**config.mk**
```make
export PLATFORM = sky130hd
export DESIGN_NAME = sequence_buffer
export DESIGN_NICKNAME = d
export VERILOG_FILES = /design/src/rtl/sequence_buffer_mem.sv /design/src/rtl/sequence_buffer.sv
export SDC_FILE = /design/constraint.sdc
export NUM_CORES = 1
export LEC_CHECK = 0
export ABC_CLOCK_PERIOD_IN_PS = 3600
export BUFFER_PORTS_ARGS = -buffer_cell sky130_fd_sc_hd__clkbuf_2
export CAP_MARGIN = 10
export CORE_MARGIN = 10
export CORE_UTILIZATION = 55
export DETAILED_ROUTE_END_ITERATION = 8
export GPL_TIMING_DRIVEN = 0
export PLACE_DENSITY_LB_ADDON = 0.2
export SLEW_MARGIN = 20
export SYNTH_ARGS = -nofsm -noshare
export SYNTH_HDL_FRONTEND = slang
export SYNTH_SLANG_ARGS = --single-unit
```
**constraint.sdc**
```tcl
create_clock -name clk_100MHz -period 3.6 [get_ports clk_100MHz]
set_clock_uncertainty 0.05 [all_clocks]
set_input_delay 0.72 -clock clk_100MHz [delete_from_list [all_inputs] [get_ports clk_100MHz]]
set_output_delay 0.72 -clock clk_100MHz [all_outputs]
set_load 0.005 [all_outputs]
```
**src/rtl/sequence_buffer_mem.sv**
```systemverilog
// rtl/sequence_buffer_mem.sv - DEPTH x DATA_SIZE register file, one sync write port, flat combinational read bus
module sequence_buffer_mem #(
    parameter int DATA_SIZE      = 8,
    parameter int ADDR_SPACE_EXP = 3
) (
    input  logic                                      clk,
    input  logic                                      i_we,
    input  logic [ADDR_SPACE_EXP-1:0]                 i_waddr,
    input  logic [DATA_SIZE-1:0]                      i_wdata,
    output logic [DATA_SIZE*(2**ADDR_SPACE_EXP)-1:0]  o_rd_bus
);
    localparam int DEPTH = 2**ADDR_SPACE_EXP;

    // Contents are deliberately left unreset; the owner masks stale slots by count.
    logic [DATA_SIZE-1:0] r_mem [DEPTH];

    always_ff @(posedge clk) begin
        if (i_we) begin
            r_mem[i_waddr] <= i_wdata;
        end
    end

    for (genvar g = 0; g < DEPTH; g++) begin : g_rd
        assign o_rd_bus[g*DATA_SIZE +: DATA_SIZE] = r_mem[g];
    end
endmodule

```
**src/rtl/sequence_buffer.sv**
```systemverilog
// rtl/sequence_buffer.sv - circular word buffer with push/pop/undo/clear and ordered snapshot
module sequence_buffer #(
    parameter int DATA_SIZE       = 8,
    parameter int ADDR_SPACE_EXP  = 3,
    parameter int ALMOST_FULL_LVL = 2**ADDR_SPACE_EXP-1
) (
    input  logic                                      clk_100MHz,
    input  logic                                      reset_n,
    input  logic                                      push,
    input  logic                                      pop,
    input  logic                                      undo,
    input  logic                                      clear,
    input  logic [DATA_SIZE-1:0]                      data_in,
    output logic [DATA_SIZE-1:0]                      head_out,
    output logic [DATA_SIZE*(2**ADDR_SPACE_EXP)-1:0]  snapshot_out,
    output logic [ADDR_SPACE_EXP:0]                   count,
    output logic                                      empty,
    output logic                                      full,
    output logic                                      almost_full,
    output logic                                      overflow,
    output logic                                      underflow
);
    localparam int DEPTH = 2**ADDR_SPACE_EXP;
    localparam int CW    = ADDR_SPACE_EXP + 1;
    localparam int AW    = ADDR_SPACE_EXP;
    localparam logic [CW-1:0] FULL_CNT = CW'(DEPTH);
    localparam logic [CW-1:0] AF_CNT   = CW'(ALMOST_FULL_LVL);

    logic [AW-1:0] r_rd_ptr, r_wr_ptr;
    logic [CW-1:0] r_count;
    logic          r_overflow, r_underflow;

    logic [AW-1:0] w_rd_ptr_nxt, w_wr_ptr_nxt;
    logic [CW-1:0] w_count_nxt;
    logic          w_overflow_nxt, w_underflow_nxt, w_we;
    logic          w_empty, w_full;
    logic [DATA_SIZE*DEPTH-1:0] w_mem_bus;

    assign w_empty = (r_count == '0);
    assign w_full  = (r_count == FULL_CNT);

    always_comb begin
        w_rd_ptr_nxt    = r_rd_ptr;
        w_wr_ptr_nxt    = r_wr_ptr;
        w_count_nxt     = r_count;
        w_overflow_nxt  = 1'b0;
        w_underflow_nxt = 1'b0;
        w_we            = 1'b0;
        if (clear) begin
            w_rd_ptr_nxt = '0;
            w_wr_ptr_nxt = '0;
            w_count_nxt  = '0;
        end else if (push && pop) begin
            // When full, the write lands on the slot the pop just freed.
            w_we         = 1'b1;
            w_wr_ptr_nxt = r_wr_ptr + AW'(1);
            if (w_empty) begin
                w_count_nxt     = r_count + CW'(1);
                w_underflow_nxt = 1'b1;
            end else begin
                w_rd_ptr_nxt = r_rd_ptr + AW'(1);
            end
        end else if (push) begin
            if (w_full) begin
                w_overflow_nxt = 1'b1;
            end else begin
                w_we         = 1'b1;
                w_wr_ptr_nxt = r_wr_ptr + AW'(1);
                w_count_nxt  = r_count + CW'(1);
            end
        end else if (pop) begin
            if (w_empty) begin
                w_underflow_nxt = 1'b1;
            end else begin
                w_rd_ptr_nxt = r_rd_ptr + AW'(1);
                w_count_nxt  = r_count - CW'(1);
            end
        end else if (undo) begin
            if (w_empty) begin
                w_underflow_nxt = 1'b1;
            end else begin
                w_wr_ptr_nxt = r_wr_ptr - AW'(1);
                w_count_nxt  = r_count - CW'(1);
            end
        end
    end

    always_ff @(posedge clk_100MHz) begin
        if (!reset_n) begin
            r_rd_ptr    <= '0;
            r_wr_ptr    <= '0;
            r_count     <= '0;
            r_overflow  <= 1'b0;
            r_underflow <= 1'b0;
        end else begin
            r_rd_ptr    <= w_rd_ptr_nxt;
            r_wr_ptr    <= w_wr_ptr_nxt;
            r_count     <= w_count_nxt;
            r_overflow  <= w_overflow_nxt;
            r_underflow <= w_underflow_nxt;
        end
    end

    sequence_buffer_mem #(
        .DATA_SIZE      (DATA_SIZE),
        .ADDR_SPACE_EXP (ADDR_SPACE_EXP)
    ) u_mem (
        .clk      (clk_100MHz),
        .i_we     (w_we && reset_n),
        .i_waddr  (r_wr_ptr),
        .i_wdata  (data_in),
        .o_rd_bus (w_mem_bus)
    );

    // Rotate so slot 0 is the head; slots past count read zero.
    for (genvar g = 0; g < DEPTH; g++) begin : g_slot
        logic [AW-1:0] w_idx;
        assign w_idx = r_rd_ptr + AW'(g);
        assign snapshot_out[g*DATA_SIZE +: DATA_SIZE] =
            (CW'(g) < r_count) ? w_mem_bus[w_idx*DATA_SIZE +: DATA_SIZE] : '0;
    end

    assign head_out    = snapshot_out[DATA_SIZE-1:0];
    assign count       = r_count;
    assign empty       = w_empty;
    assign full        = w_full;
    assign almost_full = (r_count >= AF_CNT);
    assign overflow    = r_overflow;
    assign underflow   = r_underflow;
endmodule

```
==> run_results.csv, run 1 <==
group,metric,value,unit
outcome,outcome,"finished clean",
drt,post-route-drc-count,0,
drt,vias,4572,
floorplanning,die-area,14100,um^2
critical_path,critPathLaunch,"r_rd_ptr[0]",
clocking,cts_hold_buf,0,
synthesis,synth_async_sr_flop_share,0,%
clocking,htreeDepth,3,
drt,wire_per_inst,24.2,um
synthesis,synth_top_cell_by_area,"edfxtp_1",
power_and_ir_drop,powerDensity,331,nW/um^2
hold_path,holdPathStages,2,
clocking,clk_latency,370,ps
clocking,clock-root-buffer,"clkbuf_8",
hold_path,holdCritStartpoint,"r_wr_ptr[1]",
sta,hold_ws,525,ps
critical_path,path_max_fanout,10,
synthesis,syn-num-nets,484,
place,post_dp_cell_area,6050,um^2
synthesis,syn_inst,462,
sta,setup_viol,0,
drt,dr.pass1.iters,7,
synthesis,synth_ff_type,"edfxtp_1",
global_route,track_usage,23.7,%
synthesis,synth_most_common_cell,"nand2_1",
floorplanning,ios,95,
global_route,antenna_found_initial,0,
synthesis,synth_cell_types,41,
sta,hold_viol_final,0,
critical_path,crit_arrival,2720,ps
layout,synthToLayoutAreaGrowth,17.9,%
flow_run,max_cap_viol_count,0,
global_route,grt_pass1_vias,4470,
drt,initialDrtViolationCount,614,
synthesis,ys_warn_count,0,
layout,final_area,6330,um^2
global_route,grt_first_pass_wirelength,25800,um
power_and_ir_drop,leakage,0.00237,uW
power_and_ir_drop,ir_worst_vdd,0.000241,V
drt,totalWireLength,17000,um
layout,final_core_util,67.5,%
synthesis,synth_area_per_cell,11.6,um^2
floorplanning,core,9370,um^2
sta,min_period_over_period,96.8,%
drt,via_per_inst,6.50,
sta,fin_crit,3490,ps
critical_path,startpoint_type,"flip-flop",
sta,rsz0062_at_grt,"false",
drt,drtAntennaViolNets,0,
sta,drv_slew,0,
sta,max_freq,287,MHz
synthesis,yosys.area.top_type_share,35.8,%
global_route,grt-ovfl-total,0,
critical_path,required,2830,ps
synthesis,synth_common_cells,"102 x nand2_1, 64 x edfxtp_1, 64 x mux4_2",
place,place_hpwl,12400,um
clocking,cts.sink_count,76,
global_route,grt_max_degree,19,
clocking,cts_tree,"built",
critical_path,r2r-start,"count[0]",
sta,relSlewSlack,23.5,%
critical_path,crit_path_end_kind,"primary output",
clocking,cts_buffers,9,
synthesis,ys_seq_area_share,40.3,%
synthesis,synth_edf_count,64,
synthesis,ys_ff_latch,76,
place,place.gp.congestion,0.913,
layout,nets,591,
layout,final_layout_size_suffix_gt1_share,39.0,%
synthesis,synth_area,5370,um^2
floorplanning,std_cell_rows,35,
floorplanning,die_y,119,um
synthesis,yosys-top-cells-area,"edfxtp_1 36%, mux4_2 27%, nand2_1 7.1%",
critical_path,worstSetupPathType,"reg -> out",
critical_path,worstRegToRegCells,6,
place,io_buffers,92,
floorplanning,fp.dieW,119,um
hold_path,hp-class,"reg -> reg",
sta,tightest_slew,1140,ps
clocking,clk_path_buf_depth,2,
floorplanning,initial_core_util,57.3,%
clocking,clkTransAtPathRegs,90,ps
layout,antenna_cells,0,
layout by cell type, fill, tap and decap left out, types with 7 or more instances in the layout:
cell,n
nand2_1,102
clkbuf_2,92
mux4_2,64
edfxtp_1,64
a21oi_1,60
nor2_1,28
buf_4,23
mux2i_1,18
dfxtp_1,12
inv_1,11
clkbuf_8,10
buf_2,8
ha_1,8
nand3_1,7
worst max-delay path: stages, from the launching register on:
cell	delay [ps]
dfxtp_1	380
buf_4	260
buf_6	210
inv_1	80
ha_1	290
buf_2	170
buf_4	240
mux4_2	360
nand2_1	90
a21oi_1	100
clkbuf_2	180
cells by family (layout without fill, tap and decap cells):
group           count (synthesis)  in the layout  synth area share, %
simple gates                  161            161                 12.6
mux                            83             83                 30.4
compound gates                 73             73                 7.37
fa+ha+maj                       8              8                 1.86
buf+inv                        51            163                 5.55
flops                          76             76                 40.3
xor+xnor                       10             10                 1.91
through the flow:
stage | setup slack [ps] | TNS, ps | power, uW | std cells
finish | 114 | 0 | 2100 | 703
CTS | 19.9 | 0 | 2090 | 703
floorplan | 687 | 0 | 1260 | 462
global route | 6.05 | 0 | 2180 | 703
detailed placement | -122 | -1630 | 1420 | 687
global placement | -87.4 | -607 | 1410 | 683
registers in the layout (all words and copies together) (netlist names):
| name | count |
|---|---|
| count | 4 |
| r_rd_ptr | 3 |
| u_mem.r_mem | 64 |
| r_wr_ptr | 3 |
| underflow | 1 |
| overflow | 1 |
worst paths after layout:
check,endpoint,slack [ps]
min,r_wr_ptr[1],520
min reg2reg,r_wr_ptr[1],520
max,snapshot_out[41],110
max reg2reg,u_mem.r_mem[2][5],940
report_power, final:
part	total (uW)	switching [uW]	internal, uW
Sequential	977	13.5	964
Combinational	440	250	190
Clock	678	354	324
metal layers:
metal / global-route usage, % / routed length (um) / vias up
li1: - / - / 1955
met1: 30.3 / 6290 / 2206
met2: 36.9 / 8060 / 373
met3: 7.85 / 2270 / 38
met4: 8.24 / 417 / 0
met5: 0 / 0 / -
final cells by class:
type | count | area [um^2]
clock inverters | 7 | 73.8
flip-flops and latches | 76 | 2160
fillers | 722 | 3040
clock buffers | 9 | 124
well taps | 129 | 161
inverters | 12 | 45.0
multi-input cells | 335 | 2970
repair buffers | 97 | 505
plain buffers | 38 | 283
what timing repair did:
item / in CTS / in global routing
cloned: 0 / 0
endpoints found under the setup margin: 32 / 30
gates resized for setup: 13 / 5
buffers inserted: 1 / 0
pin swaps: 1 / 0
Note: power is estimated with default switching activity, not from simulation.
==> run 2: changes to the inputs <==
Settings changed: CORE_ASPECT_RATIO set to 1.75, GPL_TIMING_DRIVEN 0 to 1.
==> run 2 against run 1 <==
Die area is 1.1% higher. Non-clock buffer count is 22 lower. Maximum frequency is 12% higher. Design area is 1.9% lower. Final cell count is 4.1% lower. Count of clock-buffer cells in the layout is 1 higher. Critical endpoint unchanged.
==> run_results.csv, run 2 (synthesized netlist as in run 1, its figures left out) <==
group,metric,value,unit
global_route,antenna_found_initial,0,
floorplanning,initial_core_util,56.3,%
layout,synthToLayoutAreaGrowth,15.6,%
drt,via_per_inst,6.25,
clocking,clk_latency,330,ps
global_route,use_met3,4.59,%
clocking,clkTransAtPathRegs,50,ps
clocking,cts_tree,"built",
layout,regArea,2170,um^2
layout,final_area,6210,um^2
hold_path,hp-class,"reg -> reg",
sta,drv_slew,0,
layout,instances_no_fill,674,
layout,mostFrequentLayoutCells,"102 x nand2_1, 94 x clkbuf_2, 64 x mux4_2, 64 x edfxtp_1, 60 x a21oi_1",
layout,n_fill_cell,725,
sta,relSlewSlack,34.7,%
critical_path,startpoint_type,"flip-flop",
critical_path,crit_arrival,2340,ps
global_route,grt_pass1_vias,4067,
drt,dr.pass1.iters,4,
floorplanning,die_y,151,um
clocking,cts.sink_count,76,
sta,fin_crit,3110,ps
floorplanning,std_cell_rows,47,
critical_path,critical_path.top_delay_family,"buffers and inverters",
outcome,outcome,"finished clean",
place,io_buffers,94,
layout,antenna_cells,0,
layout,largest_register,"u_mem.r_mem",
sta,tightest_slew,979,ps
clocking,clock-root-buffer,"clkbuf_16",
sta,max_freq,321,MHz
sta,timing.setup.tns,0,ps
power_and_ir_drop,ir_worst_vdd,0.000367,V
global_route,busiest_layer,"met2",
clocking,cts_hold_buf,0,
global_route,gr-usage-met2,34.9,%
global_route,track_usage,20.0,%
layout,final_layout_size_suffix_gt1_share,35.9,%
sta,setup_viol,0,
power_and_ir_drop,leakage,0.00230,uW
layout,multi_input_area,2910,um^2
drt,totalWireLength,14200,um
clocking,clk_path_buf_depth,2,
global_route,use_met1,22.7,%
critical_path,cpPeakStageDelay,480,ps
place,place.gp.congestion,0.863,
drt,initialDrtViolationCount,523,
critical_path,critPathSlowestCell,"buf_4",
clocking,cts_setup_buffers,0,
global_route,grt-ovfl-total,0,
sta,hold_viol_final,0,
layout,largest_reg_flops,64,
critical_path,crit_path_end_kind,"primary output",
clocking,ctsResizeCount,0,
global_route,grt_max_degree,66,
drt,drtAntennaViolNets,0,
layout,layout_commonest_cell,"nand2_1",
place,dp.cells,658,
critical_path,worstSetupPathType,"reg -> out",
critical_path,crit_buf_inv,3,
critical_path,worstPathCellList,"buf_4 > ha_1 > xor2_1 > buf_4 > nand2_1 > a21oi_1 > clkbuf_2",
layout,final_core_util,65.1,%
sta,rsz0062_at_grt,"false",
clocking,htreeDepth,3,
sta,min_period_over_period,86.5,%
place,place_hpwl,10700,um
drt,wire_per_inst,21.1,um
floorplanning,die-area,14300,um^2
layout,nets,569,
floorplanning,fp.dieW,94.7,um
floorplanning,core,9530,um^2
place,post_dp_cell_area,5900,um^2
critical_path,required,2830,ps
drt,vias,4210,
clocking,cts_buffers,9,
drt,post-route-drc-count,0,
global_route,grt_first_pass_wirelength,21900,um
flow_run,max_cap_viol_count,0,
floorplanning,ios,95,
critical_path,path_max_fanout,36,
critical_path,path_common_cell,"buf_4",
power_and_ir_drop,powerDensity,370,nW/um^2
## run 2: cell count changes in the layout (fill, tap and decap cells not counted), moves of 5 or more
cell       change
nor3_1         +5
buf_6          -6
clkbuf_8      -10
buf_4          -5
nor3_2         -5
buf_2          -8
clkbuf_16      +9
## run 2: final timing paths
kind / from / to / slack [ps] / depth (start not counted)
max: r_rd_ptr[1] / snapshot_out[41] / 490 / 7
min: r_wr_ptr[1] / r_wr_ptr[1] / 510 / 2
max reg2reg: count[1] / u_mem.r_mem[5][4] / 1140 / 6
min reg2reg: r_wr_ptr[1] / r_wr_ptr[1] / 510 / 2
## run 2: tightest hold or removal path, stage by stage, from the launching register on
cell and delay [ps]:
dfxtp_1 340, a21oi_1 130, nor3_1 60
## run 2: cell type report
cell class | count | area share [%]
clock buffer | 10 | 3.69
clock inverter | 6 | 1.27
inverter | 12 | 0.726
multi-input combinational | 335 | 46.9
sequential | 76 | 34.9
tap | 122 | 2.46
timing repair buffer | 113 | 10.1
## run 2: through the flow
step / power [uW] / hold WS, ps / setup WS [ps]
2_1_floorplan: 1260 / 458 / 687
3_3_place_gp: 1390 / 484 / 958
3_5_place_dp: 1390 / 505 / 823
4_1_cts: 2310 / 519 / 457
5_1_grt: 2390 / 578 / 348
6_report: 2300 / 513 / 486
## run 2: report_power, final
part | switching, uW | internal [uW] | total [uW]
logic | 225 | 170 | 395
clock network | 320 | 600 | 920
registers | 16.2 | 965 | 981
## run 2: routing by layer
| metal | wire, um | up-vias |
|---|---|---|
| li1 | - | 1902 |
| met1 | 5100 | 2057 |
| met2 | 7460 | 224 |
| met3 | 1300 | 27 |
| met4 | 338 | 0 |
| met5 | 0 | - |
==> run 3: changes to the inputs <==
Settings changed: SYNTH_HIERARCHICAL set to 1.
==> run 3 against run 2 <==
Sequential share of layout area is 0.063 points lower. Global-route usage hardly changed. Die area is 0.66% higher. Final cell count is 1.9% lower. Combinational power hardly changed. Wire length hardly changed. Non-clock buffer count is 3 lower. Register-to-register slack worse by 290 ps. Critical path depth stayed put. Critical path type unchanged.
==> run_results.csv, run 3 <==
group,metric,value,unit
global_route,grt-ovfl-total,0,
drt,drtAntennaViolNets,0,
power_and_ir_drop,powerDensity,362,nW/um^2
floorplanning,die_y,151,um
sta,relSlewSlack,51.6,%
clocking,clk_latency,330,ps
sta,drv_slew,0,
layout,final_area,6220,um^2
layout,mostFrequentLayoutCells,"100 x nand2_1, 94 x clkbuf_2, 64 x mux4_2, 64 x edfxtp_1, 52 x a21oi_1",
sta,max_freq,309,MHz
clocking,ctsResizeCount,0,
critical_path,worstSetupPathType,"reg -> out",
layout,final_layout_size_suffix_gt1_share,38.0,%
drt,initialDrtViolationCount,306,
place,io_buffers,94,
sta,min_period_over_period,89.9,%
critical_path,startpoint_type,"flip-flop",
synthesis,syn_inst,452,
drt,wire_per_inst,21.5,um
power_and_ir_drop,p_seq_share,43.6,%
critical_path,critPathLaunch,"r_rd_ptr[0]",
global_route,grt_pass1_vias,4211,
layout,n_fill_cell,727,
sta,setup_viol,0,
layout,synthToLayoutAreaGrowth,14.9,%
flow_run,max_cap_viol_count,0,
drt,vias,4164,
drt,totalWireLength,14200,um
power_and_ir_drop,p_int,1670,uW
critical_path,r2r-start,"count[0]",
synthesis,synth_area,5410,um^2
power_and_ir_drop,ir_worst_vdd,0.000261,V
synthesis,synth_area_per_cell,12.0,um^2
floorplanning,std_cell_rows,47,
place,place.gp.congestion,0.880,
critical_path,path_max_fanout,20,
sta,fin_crit,3240,ps
sta,hold_viol_final,0,
critical_path,reg2reg_slack,850,ps
synthesis,synth_ff_type,"edfxtp_1",
synthesis,synth_top_cell_by_area,"edfxtp_1",
critical_path,r2r-end,"u_mem/r_mem[0][6]",
synthesis,synth_edf_count,64,
clocking,cts_hold_buf,0,
global_route,antenna_found_initial,0,
drt,post-route-drc-count,0,
layout,antenna_cells,0,
synthesis,ys_ff_latch,76,
floorplanning,fp.dieW,95.0,um
critical_path,cpPeakStageDelay,720,ps
synthesis,ys_seq_area_share,40.0,%
global_route,grt_max_degree,37,
place,post_dp_cell_area,5920,um^2
critical_path,crit_arrival,2470,ps
drt,via_per_inst,6.30,
power_and_ir_drop,p_clk_share,38.9,%
global_route,grt_first_pass_wirelength,22200,um
hold_path,holdPathStages,2,
synthesis,synth_common_cells,"100 x nand2_1, 64 x edfxtp_1, 64 x mux4_2",
layout,largest_register,"u_mem/r_mem",
place,place_hpwl,11000,um
floorplanning,initial_core_util,56.8,%
layout,layout_commonest_cell,"nand2_1",
clocking,clock-root-buffer,"clkbuf_16",
floorplanning,die-area,14400,um^2
sta,timing.setup.tns,0,ps
clocking,cts_buffers,9,
layout,largest_reg_flops,64,
synthesis,synth_cell_types,45,
clocking,cts_tree,"built",
sta,rsz0062_at_grt,"false",
clocking,clk_path_buf_depth,2,
clocking,htreeDepth,3,
hold_path,hp-class,"reg -> reg",
synthesis,yosys-top-cells-area,"edfxtp_1 36%, mux4_2 27%, nand2_1 6.9%",
global_route,track_usage,20.1,%
critical_path,worstPathCellList,"inv_1 > ha_1 > buf_12 > mux4_2 > nand2_1 > a21oi_1 > clkbuf_2",
outcome,outcome,"finished clean",
drt,dr.pass1.iters,5,
clocking,cts.sink_count,76,
floorplanning,core,9530,um^2
clocking,cts_setup_buffers,0,
critical_path,worstRegToRegCells,7,
power_and_ir_drop,swShare,25.7,%
critical_path,crit_path_end,"snapshot_out[26]",
power_and_ir_drop,leakage,0.00228,uW
sta,tightest_slew,726,ps
synthesis,synth_async_sr_flop_share,0,%
floorplanning,ios,95,
synthesis,ys_warn_count,6,
clocking,clkTransAtPathRegs,60,ps
synthesis,yosys.area.top_type_share,35.5,%
layout,nets,556,
power_and_ir_drop,p_comb_share,17.6,%
synthesis,synth_most_common_cell,"nand2_1",
critical_path,required,2830,ps
power_and_ir_drop,power.switching,580,uW
critical_path,critPathSlowestCell,"ha_1",
synthesis,syn-num-nets,474,
critical_path,crit_path_end_kind,"primary output",
-- run 3: cell types whose count changed after synthesis, moves of 2 or more --
cell,delta
a21boi_0,+5
a21boi_1,+3
a21oi_1,-8
and4b_2,+3
and4bb_2,+3
buf_4,+3
buf_6,-2
nand2_1,-2
nand3_1,-3
nor2_1,-10
nor3_1,-3
o21ai_1,-2
o31ai_1,+2
-- run 3: how the worst min path moves through the flow --
stage	start	slack [ps]	to
6_report	count[1]	520	count[1]
5_1_grt	count[1]	560	count[1]
4_1_cts	count[1]	520	count[1]
3_5_place_dp	count[1]	510	count[1]
3_3_place_gp	r_wr_ptr[2]	500	r_wr_ptr[2]
2_1_floorplan	r_wr_ptr[2]	470	r_wr_ptr[2]
-- run 3: metrics by stage --
step / instances / utilization [%] / setup slack, ps / power (uW) / hold slack [ps]
2_1_floorplan: 452 / - / 628 / 1250 / 471
3_3_place_gp: 645 / 62.2 / 752 / 1390 / 496
3_5_place_dp: 645 / 62.2 / 704 / 1400 / 511
4_1_cts: 661 / 65.3 / 339 / 2270 / 521
5_1_grt: 661 / 65.3 / 221 / 2350 / 565
6_report: 661 / 65.3 / 362 / 2250 / 520
-- run 3: layout make-up --
cell class | count | area [um^2] | area share, %
timing repair buffer | 110 | 603 | 9.70
clock buffer | 10 | 229 | 3.68
inverter | 11 | 41.3 | 0.664
tap | 122 | 153 | 2.46
clock inverter | 6 | 65.1 | 1.05
sequential | 76 | 2170 | 34.9
multi-input combinational | 326 | 2960 | 47.6
-- run 3: power groups by stage --
| stage | combinational, uW | sequential, uW | clock, uW |
|---|---|---|---|
| final | 396 | 982 | 876 |
| after global routing | 432 | 984 | 931 |
| after CTS | 398 | 982 | 892 |
| after detailed placement | 396 | 1000 | 0 |
| after global placement | 387 | 998 | 0 |
| after floorplan | 261 | 994 | 0 |
-- run 3: kinds of logic (layout without fill, tap and decap cells) --
group | after synthesis | count (layout) | synth area share [%]
buffers and inverters | 50 | 137 | 5.34
flip-flops | 76 | 76 | 40.0
multiplexers | 83 | 83 | 30.2
XOR/XNOR | 10 | 10 | 2.04
AND/OR/NAND/NOR | 153 | 153 | 13.1
adder cells (fa/ha/maj) | 8 | 8 | 1.85
AO/OA/AOI/OAI | 72 | 72 | 7.59
-- run 3: routing by layer --
| layer | global-route usage, % | routed length [um] | vias to the layer above |
|---|---|---|---|
| met2 | 33.9 | 7270 | 211 |
| met1 | 22.9 | 5220 | 2044 |
| met3 | 4.86 | 1290 | 31 |
| met5 | 0 | 0 | - |
| met4 | 10.2 | 408 | 0 |
| li1 | - | - | 1878 |
-- run 3: critical path, delay by kind of cell (launching register included) --
family                   cells  cell delay [ps]
AO/OA/AOI/OAI                1               70
adder cells (fa/ha/maj)      1              720
buffers and inverters        3              450
flip-flops                   1              430
multiplexers                 1              350
AND/OR/NAND/NOR              1              100
